<file path="src/rtl/quadra_term_gen_pkg.sv">
// Shared fixed-point types, shift constants and FSM encoding for the
// quadratic approximation term generator.
package quadra_term_gen_pkg;

  typedef logic        [15:0] x2_fxd_t;
  typedef logic signed [27:0] c0_fxd_t;
  typedef logic signed [19:0] c1_fxd_t;
  typedef logic signed [13:0] c2_fxd_t;
  typedef logic signed [27:0] t0_fxd_t;
  typedef logic signed [31:0] t1_fxd_t;
  typedef logic signed [29:0] t2_fxd_t;

  localparam int SQ_SHIFT = 16;
  localparam int T1_SHIFT = 4;

  typedef enum logic [2:0] {
    IDLE = 3'd0,
    SQ   = 3'd1,
    LIN  = 3'd2,
    QUAD = 3'd3,
    DONE = 3'd4
  } state_e;

endpackage

</file>
<file path="src/rtl/quadra_mul_20x17.sv">
// Combinational signed 20x17 multiplier, full 37-bit product.
module quadra_mul_20x17 (
  input  logic signed [19:0] a,
  input  logic signed [16:0] b,
  output logic signed [36:0] p
);

  assign p = 37'(a) * 37'(b);

endmodule

</file>
<file path="src/rtl/quadra_term_gen.sv">
// Sequential generator of t0=c0, t1=c1*x2, t2=c2*x2^2 using one shared
// multiplier over three cycles, with valid/ready on both sides.
module quadra_term_gen
  import quadra_term_gen_pkg::*;
(
  input  logic        clk,
  input  logic        rst_n,
  input  logic        in_valid,
  output logic        in_ready,
  input  logic [15:0] x2,
  input  logic [27:0] c0,
  input  logic [19:0] c1,
  input  logic [13:0] c2,
  output logic        out_valid,
  input  logic        out_ready,
  output logic [27:0] t0_fxd,
  output logic [31:0] t1_fxd,
  output logic [29:0] t2_fxd
);

  state_e  state_q, state_d;
  x2_fxd_t x2_q, x2_d;
  c1_fxd_t c1_q, c1_d;
  c2_fxd_t c2_q, c2_d;
  x2_fxd_t sq16_q, sq16_d;
  t0_fxd_t t0_q, t0_d;
  t1_fxd_t t1_q, t1_d;
  t2_fxd_t t2_q, t2_d;

  logic signed [19:0] mul_a;
  logic signed [16:0] mul_b;
  logic signed [36:0] prod;
  logic               accept;
  logic               unused_prod_msb;

  quadra_mul_20x17 u_mul (
    .a (mul_a),
    .b (mul_b),
    .p (prod)
  );

  assign unused_prod_msb = prod[36];

  assign in_ready  = rst_n && ((state_q == IDLE) || ((state_q == DONE) && out_ready));
  assign accept    = in_valid && in_ready;
  assign out_valid = (state_q == DONE);
  assign t0_fxd    = t0_q;
  assign t1_fxd    = t1_q;
  assign t2_fxd    = t2_q;

  always_comb begin
    state_d = state_q;
    x2_d    = x2_q;
    c1_d    = c1_q;
    c2_d    = c2_q;
    sq16_d  = sq16_q;
    t0_d    = t0_q;
    t1_d    = t1_q;
    t2_d    = t2_q;
    mul_a   = '0;
    mul_b   = '0;

    case (state_q)
      IDLE: ;
      SQ: begin
        mul_a   = {4'b0000, x2_q};
        mul_b   = {1'b0, x2_q};
        sq16_d  = prod[SQ_SHIFT +: 16];
        state_d = LIN;
      end
      LIN: begin
        mul_a   = c1_q;
        mul_b   = {1'b0, x2_q};
        t1_d    = prod[T1_SHIFT +: 32];
        state_d = QUAD;
      end
      QUAD: begin
        mul_a   = {{6{c2_q[13]}}, c2_q};
        mul_b   = {1'b0, sq16_q};
        t2_d    = prod[29:0];
        state_d = DONE;
      end
      DONE: begin
        if (out_ready) state_d = IDLE;
      end
      default: state_d = IDLE;
    endcase

    // A handshake can only happen in IDLE or in DONE while the bundle leaves.
    if (accept) begin
      x2_d    = x2;
      c1_d    = c1;
      c2_d    = c2;
      t0_d    = c0;
      state_d = SQ;
    end
  end

  always_ff @(posedge clk or negedge rst_n) begin
    if (!rst_n) begin
      state_q <= IDLE;
      x2_q    <= '0;
      c1_q    <= '0;
      c2_q    <= '0;
      sq16_q  <= '0;
      t0_q    <= '0;
      t1_q    <= '0;
      t2_q    <= '0;
    end else begin
      state_q <= state_d;
      x2_q    <= x2_d;
      c1_q    <= c1_d;
      c2_q    <= c2_d;
      sq16_q  <= sq16_d;
      t0_q    <= t0_d;
      t1_q    <= t1_d;
      t2_q    <= t2_d;
    end
  end

endmodule
</file>
<file path="config.mk">
export PLATFORM = sky130hd
export DESIGN_NAME = quadra_term_gen
export DESIGN_NICKNAME = d
export VERILOG_FILES = /design/src/rtl/quadra_term_gen_pkg.sv /design/src/rtl/quadra_mul_20x17.sv /design/src/rtl/quadra_term_gen.sv
export SDC_FILE = /design/constraint.sdc
export NUM_CORES = 1
export LEC_CHECK = 0
export BUFFER_PORTS_ARGS = -buffer_cell sky130_fd_sc_hd__buf_2
export CAP_MARGIN = 25
export CORE_MARGIN = 4
export CORE_UTILIZATION = 62
export DETAILED_ROUTE_END_ITERATION = 7
export PLACE_DENSITY = 0.83
export SETUP_SLACK_MARGIN = 0.4
export SYNTH_ARGS = -nofsm -noshare
export SYNTH_HDL_FRONTEND = slang
export SYNTH_SLANG_ARGS = --single-unit
</file>
<file path="constraint.sdc">
create_clock -name clk -period 7.86 [get_ports clk]
set_input_delay 0.393 -clock clk [delete_from_list [all_inputs] [get_ports clk]]
set_output_delay 0.393 -clock clk [all_outputs]
set_load 0.02 [all_outputs]
</file>
Word level (Yosys, flattened, before mapping):

Cells that the tools add are included.

* register bits after elaboration: 159
* bits of input ports: 82
* word-level logic and storage cells: 27
* output and inout port bits: 92

* mux-type cells: 5
* equality and inequality tests: 6
* reductions and logical operators: 7
* multipliers: 1

Operators by type and width (number)
* $pmux W20 S3: 1
* $mul A20 B17 Y36: 1
* $pmux W16 S2: 1
* $pmux W3 S5: 1
* $eq A3 B2 Y1 const B: 2
* $mux W3: 2
* $eq A3 B1 Y1 const B: 1
* $eq A3 B3 Y1 const B: 1
* $logic_and A1 B1 Y1: 3
* $logic_not A3 Y1: 1
* $ne A3 B1 Y1 const B: 1
* $ne A2 B2 Y1 const B: 1
* $reduce_and A2 Y1: 1
* $reduce_or A2 Y1: 1
* $logic_or A1 B1 Y1: 1

Longest topological paths before layout:

* word-level depth: 7
* gate-level depth with buffers: 30
* gate-level depth less buffers: 26

Hierarchy:

A second synthesis with hierarchy kept.

* cells, all modules: 1897
* area, all modules: 19187.2 um^2

Modules (own cells, without submodules)
* quadra_mul_20x17: instances 1, cells each 1403, area an instance 12607.1 um^2, seq. area each 0.0 um^2
* quadra_term_gen: instances 1, cells each 494, area an instance 6580.1 um^2, seq. area each 3978.8 um^2

Least setup slack after synthesis:

OpenSTA, ideal clock, no wires.

* kind: reg2reg
* start: register state_q[0]
* end: register t1_q[28] (netlist: t1_fxd[28])
* period minus slack after synthesis: 7.027 ns
* buffers on the path: 3
* setup time: 0.135 ns
* cell stages (with the launch flop): 25
* arrival time: 6.892 ns
* slack: 0.833 ns
* required time: 7.725 ns
* cells stage by stage: dfrtp_1 > clkbuf_1 > buf_2 > nor3b_1 > clkbuf_1 > a21o_1 > nand2_1 > fa_1 > fa_1 > inv_1 > fa_1 > fa_1 > fa_1 > inv_1 > fa_1 > inv_1 > ha_1 > a21oi_2 > o22ai_1 > o21bai_1 > or4_1 > a21o_1 > a31oi_1 > mux2i_1 > o311ai_1

* longest elaborated chain between the ends: 4
* elaborated cells on any way between the ends: 7
* those cells by class: 1 x mul; 3 x eq/ne; 2 x mux; 1 x reduce/logical

Ends and longest elaborated chain
* start, declared: RTL line quadra_term_gen.sv:21 `state_e state_q, state_d;`
* start signal, assigned: RTL line quadra_term_gen.sv:110 `state_q <= state_d;`
* $eq A3 B2 Y1 or $eq A3 B1 Y1 (tied branches): RTL line quadra_term_gen.sv:63 `case (state_q)`
* $reduce_or A2 Y1 (no source line)
* $pmux W16 S2: RTL line quadra_term_gen.sv:63
* $mul A20 B17 Y36: RTL line quadra_mul_20x17.sv:8 `assign p = 37'(a) * 37'(b);`
* end signal, assigned: RTL line quadra_term_gen.sv:116 `t1_q <= t1_d;`
* end, declared: RTL line quadra_term_gen.sv:27 `t1_fxd_t t1_q, t1_d;`

Parallel ways exist; a longest one is shown, timed or not.
A chain may end at the register's enable or synchronous reset.

Worst setup path after layout:

* start: register state_q[0]
* end: register t1_q[18] (netlist: t1_fxd[18])

Same word-level chain as after synthesis.

==> impl_results.md <==
- Worst R2R Path Depth: 24
- Ys async rst share: 100%
- Synth Cell Area: 18300 um2
- Critical Path Fanout Max: 21
- Min cycle time layout: 7.30 ns
- Syn-to-layout area delta: 12.3%
- Top cell type's share of synthesized area: 34.6%
- Vias in the first global route: 15800
- Reg2reg end: t1_fxd[18]
- Slew @ Worst Pin: 1.05 ns
- Routed vias: 14700
- Most frequent cells in the layout: inv_1 (399), nand2_1 (324), fa_1 (315), buf_2 (173), dfrtp_1 (159)
- Worst Skew: 0.0130 ns
- Worst r2r src: state_q[0]
- Nets@finish: 2605
- Die span in y: 180 um
- # setup viols final: 0
- Post-synth net total: 2440
- Worst hold path class: in -> async
- Period utilisation layout: 92.9%
- Initial antenna violation count: 0
- Routability cong.: 1.05
- Status: complete, but fails checks
- WL/cell: 20.4 um
- Worst rel slew slack: 30.1%
- YS warnings: 0
- Worst-path clk slew: 0.08 ns
- CTS tree: built
- FF-to-FF setup slack: 0.56 ns
- Worst EP required: 8.14 ns
- Initial core utilization: 63.2%
- Fillers: 2059
- Setup_tns: 0 ns
- Max-capacitance violation count: 0
- CP arrival: 7.58 ns
- Cell variety after synth: 53
- Initial drt markers: 1305
- Clock Root Buffer: clkbuf_16
- Hold Slack: -0.00962 ns
- Row count: 62
- Post-Syn Instances: 1952
- Vias per Instance: 5.85
- Post-synth EDFFs: 0
- Share of the yosys chip area belonging to registers: 21.8%
- Max Clk Rate: 0.137 GHz
- Commonest non-fill, non-tap cell in the layout: inv_1
- Fin. Hold Viols: 15
- CTS Sinks: 159
- DP Wirelength: 40200 um
- Util after Layout: 71.0%
- Largest net degree at the start of global routing: 83
- H-tree Lvls: 4
- Die width: 180 um
- PnR worst setup slack: 0.561 ns
- First-pass GRT wire length: 81500 um
- Worst slack, placed: 0.314 ns
- Synth area leader: fa_1
- Proportion of layout cells with a drive suffix above 1: 18.4%
- Num CTS Buffers: 17
- Largest cells by area after synthesis: fa_1 (35%), dfrtp_1 (22%), inv_1 (8.2%), nand2_1 (6.7%), ha_1 (6.2%)
- Cts hold-fix bufs: 0
- Kind of critical path: reg -> reg
- Core footprint: 28900 um2
- Dominant synthesized flop cell: dfrtp_1
- Number of port buffers: 173
- Slew Viols, Final: 0
- Clock network latency to the later pin of the worst-skew pair: 0.44 ns
- Grt ovf: 0
- Yosys reg bits: 159
- Drt first pass iters: 6
- Detailed Route WL: 51400 um
- Post-route ant nets: 0
- Endpoint type of the worst setup path: flop
- Mapped Avg Cell Area: 9.37 um2
- Failing checks: negative hold slack
- Maximum root-to-sink buffer count: 2
- CP Launch Type: flop
- # DRC: 0
- I/O pin count: 174
- Unrepaired setup endpoints after global routing: true
- Die area: 32300 um2
- # diodes: 0
- All-Layer GR Usage: 31.8%
[repair_timing]
item | in CTS | in global routing
gates cloned | 0 | 2
endpoints found under the setup margin | 6 | 41
setup buffers | 0 | 1
pin swaps | 0 | 2
resized for setup | 3 | 47
[worst max path at each step]
| stage | start | endpoint | slack (ns) | cells after the start |
|---|---|---|---|---|
| after global routing | state_q[1] | t1_fxd[28] | 0.33 | 26 |
| after global placement | state_q[0] | sq16_q[7] | 0.52 | 25 |
| after detailed placement | state_q[2] | t1_fxd[28] | 0.31 | 22 |
| final | state_q[0] | t1_fxd[18] | 0.56 | 24 |
| after floorplan | state_q[0] | t1_fxd[28] | 0.83 | 24 |
| after CTS | state_q[0] | t1_fxd[28] | 0.41 | 23 |
[per-layer routing]
metal / global-route usage [%] / wire [um] / up-vias
met2: 53.7 / 25200 / 877
met3: 7.46 / 5120 / 240
li1: - / - / 6270
met1: 38.9 / 17900 / 7315
met4: 15.4 / 3190 / 0
met5: 0 / 0 / -
[final cells by class]
type                       instances  area [um2]  area share, %
clock buffer                      17         425           2.07
sequential                       159        3980           19.4
inverter                         401        1510           7.34
clock inverter                    15         166          0.810
multi-input combinational       1305       12600           61.3
timing repair buffer             233        1390           6.77
tap                              384         480           2.34
[state kept, by name, indices dropped and copies added, names as in the netlist]
register,flops
t1_fxd,32
state_q,3
t0_fxd,28
c1_q,20
c2_q,14
sq16_q,16
x2_q,16
t2_fxd,30
[worst max-delay path, stage by stage (launching register included)]
cell	delay, ns
dfrtp_1	0.41
and3b_2	0.36
buf_12	0.21
a22oi_2	0.30
buf_2	0.38
nor2_1	0.11
fa_1	0.52
inv_1	0.06
fa_1	0.48
fa_1	0.53
inv_1	0.06
fa_1	0.50
fa_1	0.50
inv_1	0.05
fa_1	0.47
inv_1	0.05
ha_2	0.44
o211ai_1	0.13
nor2_1	0.31
o211ai_1	0.26
nand2_1	0.26
nand2_1	0.16
o21ai_1	0.20
xnor2_1	0.24
o21ai_0	0.16
[synth_stat cells, types with 2 or more instances]
library cell  count
or2_2             3
nor2_1          143
xor2_1           17
a22o_1           11
nor3b_1           2
ha_1             90
nor3_1            3
nand2_1         325
a211oi_1          3
fa_1            316
mux2_1            9
o31ai_1           2
o21a_1            4
inv_1           401
o211ai_1          7
clkbuf_1         59
xnor2_1          21
o21ai_1          55
and3_1            5
nand4_1           6
buf_1             8
a41oi_1           2
nand2b_1         14
and2_1            5
o21ai_0          33
or2_1             4
nand3_1           6
a21o_1           32
buf_2            20
nor2b_1          10
mux2_2           83
a21oi_1          51
mux2i_1           2
dfrtp_1         159
a31oi_1           3
o21bai_1          6
a22oi_1          16
[stage by stage]
step	hold WS, ns	area [um2]	std cells
2_1_floorplan	0.0974	18300	1952
3_3_place_gp	0.458	19700	2477
3_5_place_dp	0.462	19700	2477
4_1_cts	0.0317	20300	2509
5_1_grt	0.0603	20500	2514
6_report	-0.00962	20500	2514
[logic make-up after synthesis]
group / after synthesis / synth area share [%]
buf+inv: 488 / 10.2
simple gates: 531 / 11.8
fa+ha+maj: 406 / 40.7
xor+xnor: 38 / 1.82
compound gates: 236 / 7.99
mux: 94 / 5.77
flops: 159 / 21.8
Power is not shown: default switching activity piles up to over one toggle a cycle in this logic, so the estimate is an artifact.
